`src/rtl/dcache_write_interface_if.sv`:
```
// Handshake and dcache write-port bundle for dcache_write_interface.
// master = the write interface block, slave = pipeline/dcache environment.
interface dcache_write_interface_if #(
  parameter int DATA_WIDTH = 64,
  parameter int ADDR_WIDTH = 32
);
  logic                      a_valid;
  logic                      a_ready;
  logic                      e_valid;
  logic                      e_ready;
  logic [DATA_WIDTH-1:0]     store_data;
  logic [DATA_WIDTH/8-1:0]   store_mask;
  logic [ADDR_WIDTH-1:0]     op0_address;
  logic                      op0_address_is_valid;
  logic [ADDR_WIDTH-1:0]     op1_address;
  logic                      op1_address_is_valid;
  logic                      wr_req_valid;
  logic                      wr_req_ready;
  logic [ADDR_WIDTH-1:0]     wr_req_address;
  logic [DATA_WIDTH-1:0]     wr_req_data;
  logic [DATA_WIDTH/8-1:0]   wr_req_mask;
  logic                      wr_ack_valid;
  logic                      wr_ack_ready;

  modport master (
    input  a_valid, e_ready, store_data, store_mask,
    input  op0_address, op0_address_is_valid, op1_address, op1_address_is_valid,
    input  wr_req_ready, wr_ack_valid,
    output a_ready, e_valid, wr_req_valid, wr_req_address, wr_req_data, wr_req_mask,
    output wr_ack_ready
  );

  modport slave (
    output a_valid, e_ready, store_data, store_mask,
    output op0_address, op0_address_is_valid, op1_address, op1_address_is_valid,
    output wr_req_ready, wr_ack_valid,
    input  a_ready, e_valid, wr_req_valid, wr_req_address, wr_req_data, wr_req_mask,
    input  wr_ack_ready
  );
endinterface

```
`src/rtl/dcache_write_interface.sv`:
```
// Writeback-stage store engine: captures one instruction and issues up to two
// dcache writes (op0 then op1), each waiting for its acknowledge.
module dcache_write_interface #(
  parameter int DATA_WIDTH = 64,
  parameter int ADDR_WIDTH = 32
) (
  input  logic                     clk,
  input  logic                     reset,
  dcache_write_interface_if.master bus
);

  typedef enum logic [2:0] {
    IDLE = 3'd0,
    REQ0 = 3'd1,
    ACK0 = 3'd2,
    REQ1 = 3'd3,
    ACK1 = 3'd4,
    DONE = 3'd5
  } state_t;

  state_t                  state;
  logic [DATA_WIDTH-1:0]   cap_data;
  logic [DATA_WIDTH/8-1:0] cap_mask;
  logic [ADDR_WIDTH-1:0]   cap_op0_addr;
  logic [ADDR_WIDTH-1:0]   cap_op1_addr;
  logic                    cap_op0_vld;
  logic                    cap_op1_vld;
  logic [ADDR_WIDTH-1:0]   req_addr;
  logic                    a_ready_r;
  logic                    e_valid_r;
  logic                    req_valid_r;
  logic                    ack_ready_r;

  // All handshake outputs are registered alongside the state so no input
  // reaches an output within the same cycle.
  always_ff @(posedge clk) begin
    if (reset) begin
      state        <= IDLE;
      a_ready_r    <= 1'b1;
      e_valid_r    <= 1'b0;
      req_valid_r  <= 1'b0;
      ack_ready_r  <= 1'b0;
      req_addr     <= '0;
      cap_data     <= '0;
      cap_mask     <= '0;
      cap_op0_addr <= '0;
      cap_op1_addr <= '0;
      cap_op0_vld  <= 1'b0;
      cap_op1_vld  <= 1'b0;
    end else begin
      case (state)
        IDLE: begin
          if (bus.a_valid) begin
            cap_data     <= bus.store_data;
            cap_mask     <= bus.store_mask;
            cap_op0_addr <= bus.op0_address;
            cap_op1_addr <= bus.op1_address;
            cap_op0_vld  <= bus.op0_address_is_valid;
            cap_op1_vld  <= bus.op1_address_is_valid;
            a_ready_r    <= 1'b0;
            if (bus.op0_address_is_valid) begin
              state       <= REQ0;
              req_valid_r <= 1'b1;
              req_addr    <= bus.op0_address;
            end else if (bus.op1_address_is_valid) begin
              state       <= REQ1;
              req_valid_r <= 1'b1;
              req_addr    <= bus.op1_address;
            end else begin
              state     <= DONE;
              e_valid_r <= 1'b1;
            end
          end
        end
        REQ0: begin
          if (bus.wr_req_ready) begin
            state       <= ACK0;
            req_valid_r <= 1'b0;
            ack_ready_r <= 1'b1;
          end
        end
        ACK0: begin
          if (bus.wr_ack_valid) begin
            ack_ready_r <= 1'b0;
            if (cap_op1_vld) begin
              state       <= REQ1;
              req_valid_r <= 1'b1;
              req_addr    <= cap_op1_addr;
            end else begin
              state     <= DONE;
              e_valid_r <= 1'b1;
            end
          end
        end
        REQ1: begin
          if (bus.wr_req_ready) begin
            state       <= ACK1;
            req_valid_r <= 1'b0;
            ack_ready_r <= 1'b1;
          end
        end
        ACK1: begin
          if (bus.wr_ack_valid) begin
            state       <= DONE;
            ack_ready_r <= 1'b0;
            e_valid_r   <= 1'b1;
          end
        end
        DONE: begin
          if (bus.e_ready) begin
            state     <= IDLE;
            e_valid_r <= 1'b0;
            a_ready_r <= 1'b1;
          end
        end
        default: begin
          state       <= IDLE;
          a_ready_r   <= 1'b1;
          e_valid_r   <= 1'b0;
          req_valid_r <= 1'b0;
          ack_ready_r <= 1'b0;
        end
      endcase
    end
  end

  assign bus.a_ready        = a_ready_r;
  assign bus.e_valid        = e_valid_r;
  assign bus.wr_req_valid   = req_valid_r;
  assign bus.wr_req_address = req_addr;
  assign bus.wr_req_data    = cap_data;
  assign bus.wr_req_mask    = cap_mask;
  assign bus.wr_ack_ready   = ack_ready_r;

endmodule
```
`src/flat_wrapper.sv`:
```
// flat-port wrapper written by rule: the top's interface ports become plain ports
module dcache_write_interface_flat 
#(
  parameter int DATA_WIDTH = 64,
  parameter int ADDR_WIDTH = 32
)
  (clk, reset, bus_a_valid, bus_e_ready, bus_store_data, bus_store_mask, bus_op0_address, bus_op0_address_is_valid, bus_op1_address, bus_op1_address_is_valid, bus_wr_req_ready, bus_wr_ack_valid, bus_a_ready, bus_e_valid, bus_wr_req_valid, bus_wr_req_address, bus_wr_req_data, bus_wr_req_mask, bus_wr_ack_ready);
  dcache_write_interface_if #(.DATA_WIDTH(DATA_WIDTH), .ADDR_WIDTH(ADDR_WIDTH)) bus_i ();
  input  logic clk;
  input  logic reset;
  input wire logic [$bits(bus_i.a_valid)-1:0] bus_a_valid;
  input wire logic [$bits(bus_i.e_ready)-1:0] bus_e_ready;
  input wire logic [$bits(bus_i.store_data)-1:0] bus_store_data;
  input wire logic [$bits(bus_i.store_mask)-1:0] bus_store_mask;
  input wire logic [$bits(bus_i.op0_address)-1:0] bus_op0_address;
  input wire logic [$bits(bus_i.op0_address_is_valid)-1:0] bus_op0_address_is_valid;
  input wire logic [$bits(bus_i.op1_address)-1:0] bus_op1_address;
  input wire logic [$bits(bus_i.op1_address_is_valid)-1:0] bus_op1_address_is_valid;
  input wire logic [$bits(bus_i.wr_req_ready)-1:0] bus_wr_req_ready;
  input wire logic [$bits(bus_i.wr_ack_valid)-1:0] bus_wr_ack_valid;
  output wire logic [$bits(bus_i.a_ready)-1:0] bus_a_ready;
  output wire logic [$bits(bus_i.e_valid)-1:0] bus_e_valid;
  output wire logic [$bits(bus_i.wr_req_valid)-1:0] bus_wr_req_valid;
  output wire logic [$bits(bus_i.wr_req_address)-1:0] bus_wr_req_address;
  output wire logic [$bits(bus_i.wr_req_data)-1:0] bus_wr_req_data;
  output wire logic [$bits(bus_i.wr_req_mask)-1:0] bus_wr_req_mask;
  output wire logic [$bits(bus_i.wr_ack_ready)-1:0] bus_wr_ack_ready;
  assign bus_i.a_valid = bus_a_valid;
  assign bus_i.e_ready = bus_e_ready;
  assign bus_i.store_data = bus_store_data;
  assign bus_i.store_mask = bus_store_mask;
  assign bus_i.op0_address = bus_op0_address;
  assign bus_i.op0_address_is_valid = bus_op0_address_is_valid;
  assign bus_i.op1_address = bus_op1_address;
  assign bus_i.op1_address_is_valid = bus_op1_address_is_valid;
  assign bus_i.wr_req_ready = bus_wr_req_ready;
  assign bus_i.wr_ack_valid = bus_wr_ack_valid;
  assign bus_a_ready = bus_i.a_ready;
  assign bus_e_valid = bus_i.e_valid;
  assign bus_wr_req_valid = bus_i.wr_req_valid;
  assign bus_wr_req_address = bus_i.wr_req_address;
  assign bus_wr_req_data = bus_i.wr_req_data;
  assign bus_wr_req_mask = bus_i.wr_req_mask;
  assign bus_wr_ack_ready = bus_i.wr_ack_ready;
  dcache_write_interface #(.DATA_WIDTH(DATA_WIDTH), .ADDR_WIDTH(ADDR_WIDTH)) u_core (.clk(clk), .reset(reset), .bus(bus_i));
endmodule
```
`config.mk`:
```
export PLATFORM = sky130hd
export DESIGN_NAME = dcache_write_interface_flat
export DESIGN_NICKNAME = d
export VERILOG_FILES = /design/src/rtl/dcache_write_interface_if.sv /design/src/rtl/dcache_write_interface.sv /design/src/flat_wrapper.sv
export SDC_FILE = /design/constraint.sdc
export NUM_CORES = 1
export LEC_CHECK = 0
export CAP_MARGIN = 25
export CORE_ASPECT_RATIO = 0.5
export CORE_MARGIN = 2
export CORE_UTILIZATION = 43
export DETAILED_ROUTE_END_ITERATION = 6
export PLACE_DENSITY = 0.9
export RECOVER_POWER = 25
export SETUP_SLACK_MARGIN = 0.05
export SYNTH_ARGS = -nofsm -noshare
export SYNTH_HDL_FRONTEND = slang
export SYNTH_SLANG_ARGS = --single-unit
export TNS_END_PERCENT = 1
```
`constraint.sdc`:
```
create_clock -name clk -period 2.3 [get_ports clk]
set_clock_uncertainty 0.2 [all_clocks]
set_input_delay 0.23 -clock clk [delete_from_list [all_inputs] [get_ports clk]]
set_output_delay 0.23 -clock clk [all_outputs]
set_load 0.02 [all_outputs]
```
==> results of run 1 <==
-- area by class of cell --
type	instances	area [um2]	share of cell area
inverter	5	18.8	0.00206
tap	176	220	0.0242
sequential	144	2880	0.316
clock inverter	14	120	0.0132
clock buffer	18	429	0.0471
timing repair buffer	272	2740	0.300
multi-input combinational	526	2710	0.297
-- per-stage QoR --
step	cell area (um2)	util	setup WS [ns]	power, mW	hold WS, ns
2_1_floorplan	5880	-	0.522	5.67	0.166
3_3_place_gp	8560	0.637	0.325	7.25	0.241
3_5_place_dp	8560	0.637	0.297	7.38	0.246
4_1_cts	9120	0.679	0.307	9.96	0.167
5_1_grt	9120	0.678	0.206	10.4	0.179
6_report	9120	0.678	0.297	9.89	0.178
-- repair_timing --
action,4_1_cts,5_1_grt
buffers inserted,0,0
endpoints found under the hold margin,7,0
hold buffers,1,0
-- power groups by stage --
| stage | Combinational [mW] | Clock [mW] | Sequential, mW |
|---|---|---|---|
| global route | 4.26 | 2.71 | 3.43 |
| floorplan | 1.85 | 0 | 3.82 |
| detailed placement | 3.96 | 0 | 3.42 |
| CTS | 4.01 | 2.59 | 3.37 |
| global placement | 3.87 | 0 | 3.38 |
| finish | 3.95 | 2.56 | 3.37 |
-- logic make-up (layout without fill, tap and decap cells) --
| kind of cell | after synthesis | in the layout | share of synthesized area |
|---|---|---|---|
| compound gates | 221 | 221 | 0.221 |
| buf+inv | 70 | 309 | 0.0519 |
| fa+ha+maj | 1 | 1 | 0.00170 |
| flops | 144 | 144 | 0.490 |
| simple gates | 272 | 272 | 0.181 |
| mux | 32 | 32 | 0.0544 |
-- cell usage after synthesis (all sizes together) --
master | count | area share
nor2 | 4 | 0.0030
nor2b | 1 | 0.0011
nand4 | 2 | 0.0021
maj3 | 1 | 0.0017
mux2i | 32 | 0.054
clkinv | 1 | 0.00064
or3b | 1 | 0.0015
a21boi | 1 | 0.0019
nand3b | 1 | 0.0013
nand2b | 3 | 0.0032
o21ai | 35 | 0.030
o311ai | 1 | 0.0028
or2 | 2 | 0.0021
dfxtp | 144 | 0.49
nor3 | 2 | 0.0017
nand2 | 251 | 0.16
o211ai | 2 | 0.0026
a311oi | 1 | 0.0026
clkbuf | 45 | 0.029
a211o | 2 | 0.0030
and2 | 2 | 0.0026
o32a | 1 | 0.0017
a21oi | 141 | 0.12
o2111ai | 32 | 0.048
nand3 | 3 | 0.0026
o211a | 2 | 0.0034
buf | 20 | 0.020
o221ai | 1 | 0.0015
a41oi | 2 | 0.0043
inv | 4 | 0.0026
-- routing by layer --
layer  vias up  global-route usage
met5         -                   0
met4         0              0.0917
met3        38              0.0447
met2       221               0.446
met1      2946               0.296
li1       2988                   -
-- flip-flops by register name, indices dropped and copies added (netlist names) --
| name | cells |
|---|---|
| u_core.bus.wr_req_data | 64 |
| u_core.bus.e_valid | 1 |
| u_core.cap_op1_vld | 1 |
| u_core.cap_op1_addr | 32 |
| u_core.bus.a_ready | 1 |
| u_core.bus.wr_ack_ready | 1 |
| u_core.bus.wr_req_mask | 8 |
| u_core.bus.wr_req_address | 32 |
| u_core.bus.wr_req_valid | 1 |
| u_core.state | 3 |
-- worst paths after layout --
path	startpoint	end	slack, ns	cells after the start
min	bus_store_data[44]	u_core.bus.wr_req_data[44]$_SDFFE_PP0P_	0.18	3
min reg2reg	u_core.bus.wr_req_data[19]$_SDFFE_PP0P_	u_core.bus.wr_req_data[19]$_SDFFE_PP0P_	0.25	2
max	u_core.state[0]$_SDFFE_PP0P_	u_core.state[0]$_SDFFE_PP0P_	0.30	4
max reg2reg	u_core.state[0]$_SDFFE_PP0P_	u_core.state[0]$_SDFFE_PP0P_	0.30	4
-- worst max-delay path: stages, from the launching register on --
cell and delay [ns]:
dfxtp_1 0.47, or2_2 0.41, o32a_1 0.38, a41oi_1 0.28, o311ai_2 0.13
==> metrics.md, run 1 <==
| Metric | Value |
|---|---|
| Outcome | finished clean |
| Drt drc | 0 |
| Power Density | about 1100 nW/um2 |
| Seq pwr share | 0.341 |
| FF+latch count, synth | roughly 140 |
| First-pass iteration count of the detailed router | 5 |
| Switching fraction of total power | 0.382 |
| Die X | 169 um |
| Hold Crit Class | in2reg |
| Dpl hpwl | roughly 13000 um |
| Area delta synth->final | 54.9% |
| Clk pin slew, worst setup/hold paths | approximately 0.060 ns |
| CP Max Fanout | 14 |
| Routed WL | between 15000 and 20000 um |
| Layout Nets | between 1000 and 1500 |
| Met2 Wirelength | approximately 9700 um |
| # port buffers | about 250 |
| Clock share of power | 0.259 |
| Post-synth cell types | 36 |
| Avg Cell Area, Syn | approximately 8.0 um2 |
| Layout cells sized above 1 | 0.0654 |
| Combinational group share of total power | 0.400 |
| Crit path time final | 2.00 ns |
| Drt initial violations | just under 400 |
| Core Region | 13400 um2 |
| Slew Viols, Final | 0 |
| Pin count of the biggest net entering global routing | 87 |
| H-Tree Depth | 4 |
| CTS Root Cell | clkbuf_16 |
| Critical Path AT | 2.07 ns |
| Gr usage total | 0.246 |
| Max-Cap Viols | 0 |
| Die ar. | 14700 um2 |
| Period utilization | 0.871 |
| Clk sinks | roughly 140 |
| Num CTS Buffers | 17 |
| Net Switching | 3.78 mW |
| Cell internal pwr | roughly 6 mW |
| Initial Util | 0.438 |
| Post-route ant nets | 0 |
| Max Freq | roughly 500 MHz |
| Critical Path End Type | flop |
| Placed cell count | 1122 |
| Clock buffer depth | 2 |
| Number of vias in the routed layout | slightly above 6000 |
| Latest clock arrival within the worst-skew pair | 0.39 ns |
| Slew headroom | 0.649 |
| CTS tree | done |
| RSZ-0062 raised after global routing | no |
| Number of cell rows | 30 |
| Post-CTS Resized | 0 |
| Leakage Power | ~3.5 nW |
| Filler instances | ~1000 |
| Setup Crit Path Kind | reg2reg |
| Worst-margin pin slew | between 0.5 and 0.6 ns |
| Mapped Nets | approximately 900 |
| Final antenna diode count | 0 |
| I/O pin count | around 250 |
| Startpoint Class | flop |
| First-pass GRT wire length | a little under 30000 um |
| GP Congestion | about 0.84 |
| Post-Layout Cell Count | approximately 1200 |
| Routed len/inst | about 16 um |
| Via/cell ratio | about 5.4 |
| DRT met1 WL | roughly 7600 um |
| Cell count after synthesis | 740 |
| Most common cell after layout, fill and taps aside | nand2_1 |
| Synthesized area | 5880 um2 |
| Sequential fraction of the synthesis area | 0.490 |
| Met3 wire len | about 940 um |
| Highest Signal Layer | met4 |
| Worst-case vdd ir drop | roughly 0.85 mV |
| Die height | 86.7 um |
| Vias in the first global route | ~5900 |
| Yosys warns | 0 |
| Most frequent cells in the layout | nand2_1, clkdlybuf4s50_1, dfxtp_1 |
| Final setup viols | 0 |
| Setup_tns | 0 ns |
| Hold Vio Cnt, Final | 0 |
| GR Overflow Total | 0 |
| Worst Path Required | about 2.4 ns |
| Initial antenna violation count | 0 |
Note: power is estimated with default switching activity, not from simulation.
==> run 2: changes to the inputs <==
--- a/config.mk
+++ b/config.mk
@@ -5,7 +5,7 @@
 export SDC_FILE = /design/constraint.sdc
 export NUM_CORES = 1
 export LEC_CHECK = 0
-export CAP_MARGIN = 25
+export CAP_MARGIN = 20
 export CORE_ASPECT_RATIO = 0.5
 export CORE_MARGIN = 2
 export CORE_UTILIZATION = 43
==> results of run 2 <==
Final layout, timing and power as in run 1 (identical DEF).
